[src/rtl/dsp48a1_ctrl_pkg.sv]
// Shared types and constants for the DSP48A1 dot-product controller.
//   state_e   : controller FSM states
//   res_t     : latched frame result (accumulated P + sticky carry-out)
//   OPM_*     : opmode words driven to the slice
//   DSP_*_W   : slice port widths
package dsp48a1_ctrl_pkg;

  localparam int DSP_AB_W = 18;
  localparam int DSP_M_W  = 36;
  localparam int DSP_P_W  = 48;

  // X = M, Z = 0 : restart accumulation
  localparam logic [7:0] OPM_FIRST = 8'h01;
  // X = M, Z = P : accumulate
  localparam logic [7:0] OPM_ACC   = 8'h09;

  typedef enum logic [1:0] {
    IDLE  = 2'd0,
    RUN   = 2'd1,
    DRAIN = 2'd2,
    DONE  = 2'd3
  } state_e;

  typedef struct packed {
    logic [DSP_P_W-1:0] data;
    logic               ovf;
  } res_t;

endpackage

[src/rtl/dsp48a1_pipe_tag.sv]
// 1-bit shift register of parameterised depth with async active-low clear.
// Tracks which slice pipeline slots hold a real sample.
//   clk_i  : clock
//   rst_ni : async active-low clear
//   d_i    : tag entering the pipe (1 = real sample this cycle)
//   q_o    : tag leaving the pipe after DEPTH edges
module dsp48a1_pipe_tag #(
  parameter int DEPTH = 4
) (
  input  logic clk_i,
  input  logic rst_ni,
  input  logic d_i,
  output logic q_o
);

  logic [DEPTH-1:0] vld_pipe_q;
  logic [DEPTH:0]   vld_chain;

  assign vld_chain = {vld_pipe_q, d_i};

  always_ff @(posedge clk_i or negedge rst_ni) begin
    if (!rst_ni) vld_pipe_q <= '0;
    else         vld_pipe_q <= vld_chain[DEPTH-1:0];
  end

  assign q_o = vld_pipe_q[DEPTH-1];

endmodule

[src/rtl/dsp48a1_mac_ctrl.sv]
// Initiator-side controller driving one DSP48A1 slice as a dot-product MAC.
// Slice setup: A1REG=B1REG=MREG=PREG=OPMODEREG=CARRYOUTREG=1, B direct.
//   start_*  : frame request (length, 0 allowed), accepted only in IDLE
//   in_*     : stream of signed 18-bit operand pairs, accepted only in RUN
//   res_*    : 48-bit accumulated P plus sticky carry-out flag
//   busy_o   : high whenever not IDLE
//   dsp_*_o  : registered A/B/OPMODE plus CE/RST to the slice
//   dsp_p_i, dsp_carryout_i : slice registered outputs
module dsp48a1_mac_ctrl
  import dsp48a1_ctrl_pkg::*;
#(
  parameter int LEN_W      = 10,
  parameter int PIPE_LAT   = 3,
  parameter int OPMODE_DLY = 1
) (
  input  logic                clk_i,
  input  logic                rst_n_i,
  input  logic                start_valid_i,
  output logic                start_ready_o,
  input  logic [LEN_W-1:0]    start_len_i,
  input  logic                in_valid_i,
  output logic                in_ready_o,
  input  logic [DSP_AB_W-1:0] in_a_i,
  input  logic [DSP_AB_W-1:0] in_b_i,
  output logic                res_valid_o,
  input  logic                res_ready_i,
  output logic [DSP_P_W-1:0]  res_data_o,
  output logic                res_ovf_o,
  output logic                busy_o,
  output logic [DSP_AB_W-1:0] dsp_a_o,
  output logic [DSP_AB_W-1:0] dsp_b_o,
  output logic [7:0]          dsp_opmode_o,
  output logic                dsp_ce_o,
  output logic                dsp_rst_o,
  input  logic [DSP_P_W-1:0]  dsp_p_i,
  input  logic                dsp_carryout_i
);

  state_e              state_q, state_d;
  logic [LEN_W-1:0]    len_q, len_d;
  logic [LEN_W-1:0]    cnt_q, cnt_d;
  logic                first_q, first_d;
  logic                ovf_q, ovf_d;
  res_t                res_q, res_d;
  logic                res_valid_q, res_valid_d;
  logic [DSP_AB_W-1:0] dsp_a_q, dsp_a_d, dsp_b_q, dsp_b_d;
  // opmode belonging to the sample presented on dsp_a/b this cycle
  logic [7:0]          opm_now_q, opm_now_d;

  logic accept, last_acc, tag_out, last_out;

  assign start_ready_o = (state_q == IDLE);
  assign in_ready_o    = (state_q == RUN) && (cnt_q < len_q);
  assign busy_o        = (state_q != IDLE);
  assign accept        = in_valid_i && in_ready_o;
  assign last_acc      = accept && ((cnt_q + LEN_W'(1)) == len_q);

  assign dsp_ce_o  = rst_n_i;
  assign dsp_rst_o = ~rst_n_i;

  // Tag pipe lines up with the cycle DSP_P/CARRYOUT reflect a sample,
  // so carry-out is only sampled for real samples, never bubbles.
  dsp48a1_pipe_tag #(.DEPTH(PIPE_LAT + 1)) u_tag_smp (
    .clk_i  (clk_i),
    .rst_ni (rst_n_i),
    .d_i    (accept),
    .q_o    (tag_out)
  );

  // Second tag marks only the last sample: its arrival ends the drain.
  dsp48a1_pipe_tag #(.DEPTH(PIPE_LAT + 1)) u_tag_last (
    .clk_i  (clk_i),
    .rst_ni (rst_n_i),
    .d_i    (last_acc),
    .q_o    (last_out)
  );

  always_comb begin
    state_d     = state_q;
    len_d       = len_q;
    cnt_d       = cnt_q;
    first_d     = first_q;
    ovf_d       = ovf_q;
    res_d       = res_q;
    res_valid_d = res_valid_q;
    opm_now_d   = 8'h00;
    dsp_a_d     = '0;
    dsp_b_d     = '0;

    if (accept) begin
      dsp_a_d = in_a_i;
      dsp_b_d = in_b_i;
      cnt_d   = cnt_q + LEN_W'(1);
      first_d = 1'b0;
    end
    if (tag_out) ovf_d = ovf_q | dsp_carryout_i;

    unique case (state_q)
      IDLE: begin
        if (start_valid_i) begin
          len_d   = start_len_i;
          cnt_d   = '0;
          ovf_d   = 1'b0;
          first_d = 1'b1;
          if (start_len_i == '0) begin
            res_d       = '0;
            res_valid_d = 1'b1;
            state_d     = DONE;
          end else begin
            opm_now_d = OPM_FIRST;
            state_d   = RUN;
          end
        end
      end
      RUN: begin
        // first_q is still set on the first acceptance edge
        opm_now_d = first_q ? OPM_FIRST : OPM_ACC;
        if (last_acc) state_d = DRAIN;
      end
      DRAIN: begin
        opm_now_d = OPM_ACC;
        if (last_out) begin
          res_d.data  = dsp_p_i;
          res_d.ovf   = ovf_d;
          res_valid_d = 1'b1;
          state_d     = DONE;
        end
      end
      DONE: begin
        if (res_ready_i) begin
          res_valid_d = 1'b0;
          state_d     = IDLE;
        end
      end
      default: state_d = IDLE;
    endcase
  end

  always_ff @(posedge clk_i or negedge rst_n_i) begin
    if (!rst_n_i) begin
      state_q     <= IDLE;
      len_q       <= '0;
      cnt_q       <= '0;
      first_q     <= 1'b0;
      ovf_q       <= 1'b0;
      res_q       <= '0;
      res_valid_q <= 1'b0;
      dsp_a_q     <= '0;
      dsp_b_q     <= '0;
      opm_now_q   <= '0;
    end else begin
      state_q     <= state_d;
      len_q       <= len_d;
      cnt_q       <= cnt_d;
      first_q     <= first_d;
      ovf_q       <= ovf_d;
      res_q       <= res_d;
      res_valid_q <= res_valid_d;
      dsp_a_q     <= dsp_a_d;
      dsp_b_q     <= dsp_b_d;
      opm_now_q   <= opm_now_d;
    end
  end

  // Slice registers OPMODE one stage later than A/B, so the opmode is
  // delayed to meet its sample at the P adder.
  if (OPMODE_DLY == 0) begin : g_opm_nodly
    assign dsp_opmode_o = opm_now_q;
  end else begin : g_opm_dly
    logic [OPMODE_DLY-1:0][7:0] opm_dly_q;
    always_ff @(posedge clk_i or negedge rst_n_i) begin
      if (!rst_n_i) begin
        opm_dly_q <= '0;
      end else begin
        opm_dly_q[0] <= opm_now_q;
        for (int i = 1; i < OPMODE_DLY; i++) opm_dly_q[i] <= opm_dly_q[i-1];
      end
    end
    assign dsp_opmode_o = opm_dly_q[OPMODE_DLY-1];
  end

  assign dsp_a_o     = dsp_a_q;
  assign dsp_b_o     = dsp_b_q;
  assign res_valid_o = res_valid_q;
  assign res_data_o  = res_q.data;
  assign res_ovf_o   = res_q.ovf;

endmodule

[config.mk]
export PLATFORM = sky130hd
export DESIGN_NAME = dsp48a1_mac_ctrl
export DESIGN_NICKNAME = d
export VERILOG_FILES = /design/src/rtl/dsp48a1_ctrl_pkg.sv /design/src/rtl/dsp48a1_pipe_tag.sv /design/src/rtl/dsp48a1_mac_ctrl.sv
export SDC_FILE = /design/constraint.sdc
export NUM_CORES = 1
export LEC_CHECK = 0
export ABC_AREA = 0
export BUFFER_PORTS_ARGS = -buffer_cell sky130_fd_sc_hd__buf_2
export CAP_MARGIN = 15
export CORE_MARGIN = 10
export CORE_UTILIZATION = 40
export DETAILED_ROUTE_END_ITERATION = 12
export PLACE_DENSITY = 0.68
export SETUP_SLACK_MARGIN = 0.4
export SLEW_MARGIN = 20
export SYNTH_ARGS = -nofsm -noshare
export SYNTH_HDL_FRONTEND = slang
export SYNTH_SLANG_ARGS = --single-unit
export TNS_END_PERCENT = 100
[constraint.sdc]
create_clock -name clk_i -period 4 [get_ports clk_i]
set_input_delay 0.4 -clock clk_i [delete_from_list [all_inputs] [get_ports clk_i]]
set_output_delay 0.4 -clock clk_i [all_outputs]
set_load 0.05 [all_outputs]
==> results.sh, run 1 <==
export IMPL_drive_gt1_share_pct=37.8
export IMPL_drc=0
export IMPL_p_total_w=0.00468
export IMPL_synth_xor_area_share_pct=3.55
export IMPL_drt_pass1_iterations=4
export IMPL_worst_endpoint_required_ps=3600
export IMPL_timing_final_crit_period_ps=2790
export IMPL_path_clk_slew_ps=60
export IMPL_startpoint_type="flip-flop"
export IMPL_reg2reg_depth=8
export IMPL_drt_initial_drc_count=218
export IMPL_ctsHoldBuffers=1
export IMPL_finalCritPeriodShare_pct=69.8
export IMPL_yosys_warnings=0
export IMPL_routedWlPerCell_um=17.9
export IMPL_r2r_setup_slack_ps=1410
export IMPL_syn_inst=411
export IMPL_max_freq_ghz=0.358
export IMPL_final_net_count=718
export IMPL_clk_insertion_delay_late_ps=410
export IMPL_regArea_mm2=0.00305
export IMPL_clock_path_buffers=2
export IMPL_cp_max_fo=12
export IMPL_grt_setup_unrepaired="no"
export IMPL_io_buffers=192
export IMPL_ys_flop_type="dfrtp_1"
export IMPL_die_area_mm2=0.0172
export IMPL_syn_area_mm2=0.00494
export IMPL_ys_types=43
export IMPL_htreeDepth=4
export IMPL_setup_viol=0
export IMPL_synth_simple_area_share_pct=12.7
export IMPL_place_inst=751
export IMPL_grt_use_total_pct=16.4
export IMPL_synth_seq_cells=122
export IMPL_tightest_slew_ps=717
export IMPL_intPower_w=0.00297
export IMPL_ant_nets=0
export IMPL_vias=3828
export IMPL_layoutNonFillerInstCount=784
export IMPL_cts_resized=0
export IMPL_ys_seq_area_share_pct=61.8
export IMPL_criticalPathCategory="flip-flop to primary output"
export IMPL_gp_congestion=0.862
export IMPL_synth_mux_area_share_pct=0.836
export IMPL_via_per_inst=4.88
export IMPL_async_flop_share_pct=100
export IMPL_multi_input_area_mm2=0.00168
export IMPL_cts_buffers=17
export IMPL_wirelength_um=14000
export IMPL_die_h_um=131
export IMPL_relSlewSlack_pct=52.2
export IMPL_holdCritPathClass="primary input to flip-flop"
export IMPL_cts_sinks=122
export IMPL_fin_skew_ps=8.09
export IMPL_combPwrFrac_pct=31.2
export IMPL_start_util_pct=40.9
export IMPL_seqPwrFrac_pct=33.4
export IMPL_run_status="finished clean"
export IMPL_grt_pass1_vias=4053
export IMPL_synth_edf_count=0
export IMPL_nFillCells=1085
export IMPL_hold_depth=2
export IMPL_area_growth_syn_to_layout_pct=35.0
export IMPL_rows=40
export IMPL_power_density_mw_per_mm2=702
export IMPL_drv_slew=0
export IMPL_synthAdderAreaFrac_pct=3.80
export IMPL_pin_count=199
export IMPL_grt_pass1_wl_um=22600
export IMPL_cap_viol_max_count=0
export IMPL_post_cts_buffers=0
export IMPL_grt_remaining_overflow=0
export IMPL_cts_tree="done"
export IMPL_avgSynthCellArea_um2=12.0
export IMPL_grt_max_degree=58
export IMPL_dpl_hpwl_um=10300
export IMPL_sw_frac_of_total_pct=36.5
export IMPL_synth_top_family_by_area="simple AND/OR/NAND/NOR gates"
export IMPL_rr_startpoint="cnt_q[3]"
export IMPL_ir_drop_v=0.000284
export IMPL_cp_data_arrival_time_ps=2390
export IMPL_critPathCaptureType="primary output"
export IMPL_root_buffer="clkbuf_16"
export IMPL_p_clk_share_pct=35.4
export IMPL_power_leakage_nw=3.62
export IMPL_finalHoldViolCount=0
export IMPL_holdCritStartpoint="in_a_i[9]"
export IMPL_num_antenna_cells=0
export IMPL_r2r_end="cnt_q[7]"
export IMPL_dieWidth_um=131
export IMPL_setup_tns_ps=0
export IMPL_power_switching_w=0.00171
export IMPL_antenna_found_initial=0
export IMPL_holdPathEnd="dsp_a_o[9]"
export IMPL_coreArea_mm2=0.0121
export IMPL_synth_compound_area_share_pct=12.7
## metal layers
metal	global-route usage [%]	vias up	routed length (um)
met2	26.1	167	6680
met5	0	-	0
met3	7.28	13	1180
li1	-	1784	-
met1	20.0	1864	6070
met4	3.62	0	128
## cells in the final DEF, fill, tap and decap left out, types with 11 or more instances in the layout
cell type and count:
xnor2_1 11, nand2_1 28, nor2_1 22, inv_1 19, clkbuf_16 17, a22o_1 48
buf_2 191, and2_1 36, ha_1 15, o21ai_0 16, dfrtp_1 122
## power by group through the flow
stage | logic [W] | clock network (W) | registers [W]
after floorplan | 0.000724 | 0 | 0.00191
after global placement | 0.00143 | 0 | 0.00157
after detailed placement | 0.00146 | 0 | 0.00158
after CTS | 0.00147 | 0.00169 | 0.00156
after global routing | 0.00160 | 0.00177 | 0.00159
final | 0.00146 | 0.00166 | 0.00156
## registers in the layout, indices dropped and copies added, names as in the netlist, 4 cells and up
signal	flops
dsp_b_o	18
len_q	10
res_data_o	48
cnt_q	10
u_tag_smp.vld_pipe_q	4
dsp_a_o	18
u_tag_last.vld_pipe_q	4
## critical path, stage by stage (launching register included)
cell	delay, ps
dfrtp_1	600
ha_1	330
a211oi_1	260
and3_1	250
nor2_1	60
o21ai_0	180
buf_2	300
## metrics by stage
stage	area (um^2)	util [%]	hold WS [ps]	worst slack, ps
after global routing	6670	55.3	174	1060
after detailed placement	6010	49.9	337	1440
after floorplan	4960	-	104	1300
after global placement	6010	49.9	333	1420
final	6670	55.3	196	1210
after CTS	6670	55.3	176	1200
## cell type report
class                           instances  share of cell area [%]
Timing Repair Buffer                  198                    15.2
Clock inverter                         12                    2.93
Inverter                               19                    1.07
Clock buffer                           20                    6.70
Tap cell                              168                    3.15
Sequential cell                       122                    45.8
Multi-Input combinational cell        245                    25.2
## cells by family after synthesis
kind of cell    count (synthesis)
flops                         122
simple gates                  120
buf+inv                        49
mux                             4
other cells                     1
compound gates                 80
fa+ha+maj                      15
xor+xnor                       20
## synth_stat cells (2+ instances only)
| cell type | count | area share, % |
|---|---|---|
| nor3_1 | 3 | 0.30 |
| nor2b_1 | 2 | 0.25 |
| xor2_1 | 9 | 1.6 |
| ha_1 | 15 | 3.8 |
| nand2_1 | 28 | 2.1 |
| nand3_1 | 9 | 0.91 |
| and3_1 | 2 | 0.25 |
| nor4_1 | 2 | 0.25 |
| clkbuf_1 | 18 | 1.4 |
| o211ai_1 | 3 | 0.46 |
| xnor2_1 | 11 | 2.0 |
| nand4_1 | 4 | 0.51 |
| mux2i_1 | 3 | 0.61 |
| inv_1 | 19 | 1.4 |
| a22o_1 | 48 | 8.5 |
| o21ai_0 | 16 | 1.6 |
| a21oi_1 | 3 | 0.30 |
| buf_4 | 7 | 1.1 |
| nand2b_1 | 2 | 0.25 |
| or3_1 | 2 | 0.25 |
| and2_1 | 36 | 4.6 |
| dfrtp_1 | 122 | 62 |
| nand4b_1 | 2 | 0.35 |
| nor2_1 | 22 | 1.7 |
| buf_2 | 3 | 0.30 |
| a211oi_1 | 3 | 0.46 |
## worst max path at each step
stage | start | endpoint | slack (ps) | depth (start not counted)
floorplan | state_q[1] | res_data_o[27] | 1300 | 9
global placement | cnt_q[3] | cnt_q[7] | 1420 | 8
detailed placement | cnt_q[3] | cnt_q[7] | 1440 | 8
CTS | cnt_q[3] | in_ready_o | 1200 | 6
global route | cnt_q[3] | in_ready_o | 1060 | 6
finish | cnt_q[3] | in_ready_o | 1210 | 6
Power figures use the tool's default switching activity.
==> inputs of run 2 (changes only) <==
Settings changed: PLACE_DENSITY 0.68 to 0.71.
Clock period 4 ns to 2.3 ns, I/O delays scaled along.
==> run 2 against run 1 <==
Effect of this change:
- power up 88%
- global-route usage grew 0.47 points
- register-to-register slack lost 1400 ps
- core utilization up 5.1 points
- first-iteration DRC count up 35%
- final cell count up 4.1%
- critical path depth up 4
- clock skew shrank 0.98 ps
- non-clock buffer count grew 32
- critical endpoint is now cnt_q[4]
- largest cell class unchanged
- via count rose by 4.0%
- largest power group is now combinational cells
- count of clock-buffer cells in the layout is the same
==> results.sh, run 2 (synthesis gave the netlist of run 1 again) <==
export IMPL_tightest_slew_ps=818
export IMPL_fin_skew_ps=7.10
export IMPL_hold_slack_ps=24.0
export IMPL_grt_max_degree=108
export IMPL_regArea_mm2=0.00305
export IMPL_cap_viol_max_count=0
export IMPL_start_util_pct=40.9
export IMPL_area_growth_syn_to_layout_pct=47.5
export IMPL_gp_congestion=0.884
export IMPL_grtUsageMet3_pct=6.90
export IMPL_criticalPathCategory="flip-flop to flip-flop"
export IMPL_wirelength_um=14500
export IMPL_grt_remaining_overflow=0
export IMPL_grt_pass1_wl_um=23300
export IMPL_num_antenna_cells=0
export IMPL_cp_max_fo=8
export IMPL_r2r_end="cnt_q[4]"
export IMPL_drt_pass1_iterations=4
export IMPL_reg2reg_depth=10
export IMPL_cts_tree="done"
export IMPL_drt_initial_drc_count=295
export IMPL_io_buffers=192
export IMPL_via_per_inst=4.88
export IMPL_place_ws_ps=14.6
export IMPL_finalHoldViolCount=0
export IMPL_stdcell_area_mm2=0.00728
export IMPL_run_status="finished clean"
export IMPL_r2r_setup_slack_ps=30
export IMPL_dieWidth_um=131
export IMPL_path_cells="ha_1 -> nor2b_4 -> o211ai_1 -> and3_4 -> buf_4 -> o211a_4 -> buf_12 -> nand3_4 -> xor2_1 -> nor2_1"
export IMPL_power_leakage_nw=3.88
export IMPL_max_freq_ghz=0.440
export IMPL_worst_endpoint_required_ps=2580
export IMPL_utilization_pct=60.4
export IMPL_clk_insertion_delay_late_ps=410
export IMPL_critPathCaptureType="flip-flop"
export IMPL_rows=40
export IMPL_routedWlPerCell_um=17.8
export IMPL_p_total_w=0.00878
export IMPL_holdCritPathClass="primary input to flip-flop"
export IMPL_critPathMaxStageDelay_ps=410
export IMPL_path_clk_slew_ps=50
export IMPL_multi_input_area_mm2=0.00195
export IMPL_grt_use_total_pct=16.8
export IMPL_cp_startpoint="cnt_q[1]"
export IMPL_relSlewSlack_pct=44.7
export IMPL_cp_endpoint="cnt_q[4]"
export IMPL_grt_use_met2_pct=25.9
export IMPL_pin_count=199
export IMPL_busiest_layer="met2"
export IMPL_timing_final_crit_period_ps=2270
export IMPL_grt_setup_unrepaired="yes"
export IMPL_nFillCells=968
export IMPL_dpl_instance_area_mm2=0.00613
export IMPL_ir_drop_v=0.000657
export IMPL_cts_sinks=122
export IMPL_root_buffer="clkbuf_16"
export IMPL_setup_ws_ps=27.7
export IMPL_grt_pass1_vias=4270
export IMPL_coreArea_mm2=0.0121
export IMPL_startpoint_type="flip-flop"
export IMPL_drv_slew=0
export IMPL_vias=3980
export IMPL_final_cell_mix="buf_2, dfrtp_1, a22o_1, and2_4, nand2_1"
export IMPL_die_h_um=131
export IMPL_dpl_hpwl_um=9860
export IMPL_htreeDepth=4
export IMPL_ant_nets=0
export IMPL_antenna_found_initial=0
export IMPL_finalCritPeriodShare_pct=98.8
export IMPL_cts_buffers=17
export IMPL_power_density_mw_per_mm2=1210
export IMPL_die_area_mm2=0.0172
export IMPL_drc=0
export IMPL_layout_commonest_cell="buf_2"
export IMPL_use_met1_pct=20.5
export IMPL_cp_data_arrival_time_ps=2550
export IMPL_drive_gt1_share_pct=50.8
export IMPL_final_net_count=750
export IMPL_largest_reg_flops=48
export IMPL_clock_path_buffers=2
export IMPL_slowest_stage="dfrtp_1"
export IMPL_rr_startpoint="cnt_q[1]"
export IMPL_setup_viol=0
-- run 2: changes by cell type in the layout (fill, tap and decap cells not counted), moves of 4 or more --
cell	change
and2_1	-32
inv_1	-4
bufinv_16	-4
buf_4	+13
buf_6	+8
nand2_1	-5
ha_1	-4
buf_12	+7
and2_4	+32
o21ai_0	-4
-- run 2: through the flow --
| step | instances | TNS, ps |
|---|---|---|
| floorplan | 416 | 0 |
| global placement | 758 | 0 |
| detailed placement | 758 | 0 |
| CTS | 811 | 0 |
| global route | 816 | -286 |
| finish | 816 | 0 |
-- run 2: cell type report --
type	count	share of cell area [%]
clock buffer	20	6.14
tap	168	2.89
clock inverter	12	1.37
inverter	19	1.03
multi-input combinational	245	26.8
sequential	122	41.9
timing repair buffer	230	19.9
-- run 2: worst max-delay path, delay by kind of cell, from the launching register on --
kind | cells | cell delay, ps
and+or+nand+nor | 4 | 500
DFF | 1 | 410
AOI/OAI and AO/OA | 2 | 400
adders and majority gates | 1 | 290
buffers and inverters | 2 | 260
xor gates and xnor gates | 1 | 260
-- run 2: metal layers --
metal  up-vias  share of wire, %
met5         -                 0
met4         0               2.7
met3        30               9.2
met2       189                46
met1      1908                42
li1       1853                 -
-- run 2: how the worst min path moves through the flow --
stage	from	end	slack, ps	cells after the start
detailed placement	rst_n_i	dsp_b_o[2]	140	1
global placement	rst_n_i	dsp_b_o[0]	130	1
global route	in_a_i[3]	dsp_a_o[3]	9	2
finish	in_b_i[17]	dsp_b_o[17]	20	2
floorplan	rst_n_i	cnt_q[0]	-70	0
CTS	in_a_i[3]	dsp_a_o[3]	7	2
-- run 2: report_power, final --
part / switching [W] / internal [W]
logic: 0.00217 / 0.00147
clock network: 0.000942 / 0.00150
registers: 0.000190 / 0.00251
-- run 2: what timing repair did --
item / 4_1_cts / 5_1_grt
hold buffers: 1 / 0
endpoints found under the setup margin: 43 / 53
cloned: 4 / 0
resized for setup: 59 / 33
pin swaps: 34 / 12
setup buffers: 16 / 5
endpoints found under the hold margin: 15 / 0
==> inputs of run 3 (changes only) <==
--- a/constraint.sdc
+++ b/constraint.sdc
@@ -3,2 +3,2 @@
 set_output_delay 0.23 -clock clk_i [all_outputs]
-set_load 0.05 [all_outputs]
+set_load 0.01 [all_outputs]
==> run 3 against run 2 <==
Effect of this change:
- combinational power decreased by 19%
- critical path depth decreased by 4
- largest power group unchanged
- hold slack improved by 4.4 ps
- count of clock-buffer cells in the layout increased by 1
- global-route usage decreased by 0.70 points
- cell area increased by 0.72%
- sequential share of layout area decreased by 0.27 points
- sequential power about the same
- clock skew increased by 0.84 ps
- final cell count increased by 0.61%
- critical path type is now flip-flop to primary output
==> results.sh, run 3 (synthesis gave the netlist of run 1 again) <==
export IMPL_cts_buffers=17
export IMPL_tightest_slew_ps=587
export IMPL_setup_viol=0
export IMPL_ir_drop_v=0.000582
export IMPL_place_ws_ps=35.0
export IMPL_power_density_mw_per_mm2=1150
export IMPL_grt_use_total_pct=16.1
export IMPL_critPathCaptureType="primary output"
export IMPL_grt_remaining_overflow=0
export IMPL_vias=4053
export IMPL_run_status="finished clean"
export IMPL_die_area_mm2=0.0172
export IMPL_grt_setup_unrepaired="yes"
export IMPL_drive_gt1_share_pct=50.7
export IMPL_setup_ws_ps=48.9
export IMPL_cp_max_fo=8
export IMPL_grt_pass1_vias=4167
export IMPL_layout_commonest_cell="buf_2"
export IMPL_cap_viol_max_count=0
export IMPL_ant_nets=0
export IMPL_cts_sinks=122
export IMPL_worst_endpoint_required_ps=2070
export IMPL_rows=40
export IMPL_cts_tree="done"
export IMPL_drt_initial_drc_count=245
export IMPL_finalCritPeriodShare_pct=97.9
export IMPL_drv_slew=0
export IMPL_clk_insertion_delay_late_ps=410
export IMPL_drt_pass1_iterations=5
export IMPL_area_growth_syn_to_layout_pct=48.5
export IMPL_cp_data_arrival_time_ps=2020
export IMPL_power_switching_w=0.00264
export IMPL_wirelength_um=14900
export IMPL_routedWlPerCell_um=18.1
export IMPL_clock_path_buffers=2
export IMPL_startpoint_type="flip-flop"
export IMPL_gp_congestion=0.909
export IMPL_final_cell_mix="buf_2, dfrtp_1, a22o_1, and2_4"
export IMPL_sw_frac_of_total_pct=31.1
export IMPL_largest_reg_flops=48
export IMPL_io_buffers=192
export IMPL_via_per_inst=4.94
export IMPL_fin_skew_ps=7.94
export IMPL_grt_pass1_wl_um=22500
export IMPL_p_total_w=0.00847
export IMPL_holdCritPathClass="primary input to flip-flop"
export IMPL_path_clk_slew_ps=60
export IMPL_root_buffer="clkbuf_16"
export IMPL_dieWidth_um=131
export IMPL_power_leakage_nw=3.90
export IMPL_intPower_w=0.00583
export IMPL_relSlewSlack_pct=60.9
export IMPL_p_clk_share_pct=33.3
export IMPL_dpl_hpwl_um=10100
export IMPL_coreArea_mm2=0.0121
export IMPL_antenna_found_initial=0
export IMPL_finalHoldViolCount=0
export IMPL_pin_count=199
export IMPL_grt_max_degree=50
export IMPL_htreeDepth=4
export IMPL_num_antenna_cells=0
export IMPL_max_freq_ghz=0.444
export IMPL_seqPwrFrac_pct=32.0
export IMPL_drc=0
export IMPL_combPwrFrac_pct=34.7
export IMPL_final_net_count=755
export IMPL_timing_final_crit_period_ps=2250
export IMPL_die_h_um=131
export IMPL_criticalPathCategory="flip-flop to primary output"
export IMPL_start_util_pct=40.9
## run 3: worst max-delay path: stages (launching register included)
cell	delay, ps
dfrtp_1	490
ha_1	260
a211oi_1	260
and3_4	250
nor2_2	40
o21ai_1	150
buf_2	160
## run 3: per-stage QoR
| step | area, um^2 | instances | hold WS (ps) | setup TNS, ps | util [%] |
|---|---|---|---|---|---|
| 2_1_floorplan | 4980 | 416 | -65.6 | 0 | - |
| 3_3_place_gp | 6130 | 761 | 331 | 0 | 50.8 |
| 3_5_place_dp | 6130 | 761 | 336 | 0 | 50.8 |
| 4_1_cts | 6950 | 803 | 6.75 | 0 | 57.6 |
| 5_1_grt | 7330 | 821 | 23.0 | -38.1 | 60.8 |
| 6_report | 7330 | 821 | 28.5 | 0 | 60.8 |
## run 3: layout make-up
cell class	count	area, um^2
Multi-Input combinational cell	245	1930
Clock buffer	21	470
Sequential cell	122	3060
Inverter	19	73.8
Fill cell	955	4730
Clock inverter	11	166
Tap cell	168	210
Timing Repair Buffer	235	1420
## run 3: metal layers
layer	global-route usage, %	vias up	wire length (um)
met3	5.79	21	1180
met2	24.8	189	7100
li1	-	1859	-
met1	20.5	1984	6350
met5	0	-	0
met4	5.75	0	231
## run 3: final timing paths
check | start | end | slack (ps) | cells after the start
min | in_a_i[5] | dsp_a_o[5] | 30 | 2
min in group asynchronous | rst_n_i | u_tag_last.vld_pipe_q[2] | 470 | 3
max | cnt_q[2] | in_ready_o | 50 | 6
min reg2reg | u_tag_smp.vld_pipe_q[0] | u_tag_smp.vld_pipe_q[1] | 340 | 0
max in group asynchronous | rst_n_i | cnt_q[1] | 1320 | 3
max reg2reg | cnt_q[1] | state_q[0] | 120 | 8
## run 3: power by group through the flow
stage / Clock, W / Combinational (W) / Sequential [W]
floorplan: 0 / 0.00117 / 0.00280
global placement: 0 / 0.00196 / 0.00271
detailed placement: 0 / 0.00202 / 0.00273
CTS: 0.00288 / 0.00224 / 0.00270
global route: 0.00300 / 0.00319 / 0.00274
finish: 0.00282 / 0.00294 / 0.00271
## run 3: repair_timing
| action | in CTS | in global routing |
|---|---|---|
| gates cloned | 0 | 7 |
| endpoints found under the setup margin | 48 | 102 |
| resized for setup | 23 | 62 |
| setup buffers | 9 | 11 |
| endpoints found under the hold margin | 28 | 0 |
| pin swaps | 8 | 33 |
| hold buffers | 1 | 0 |
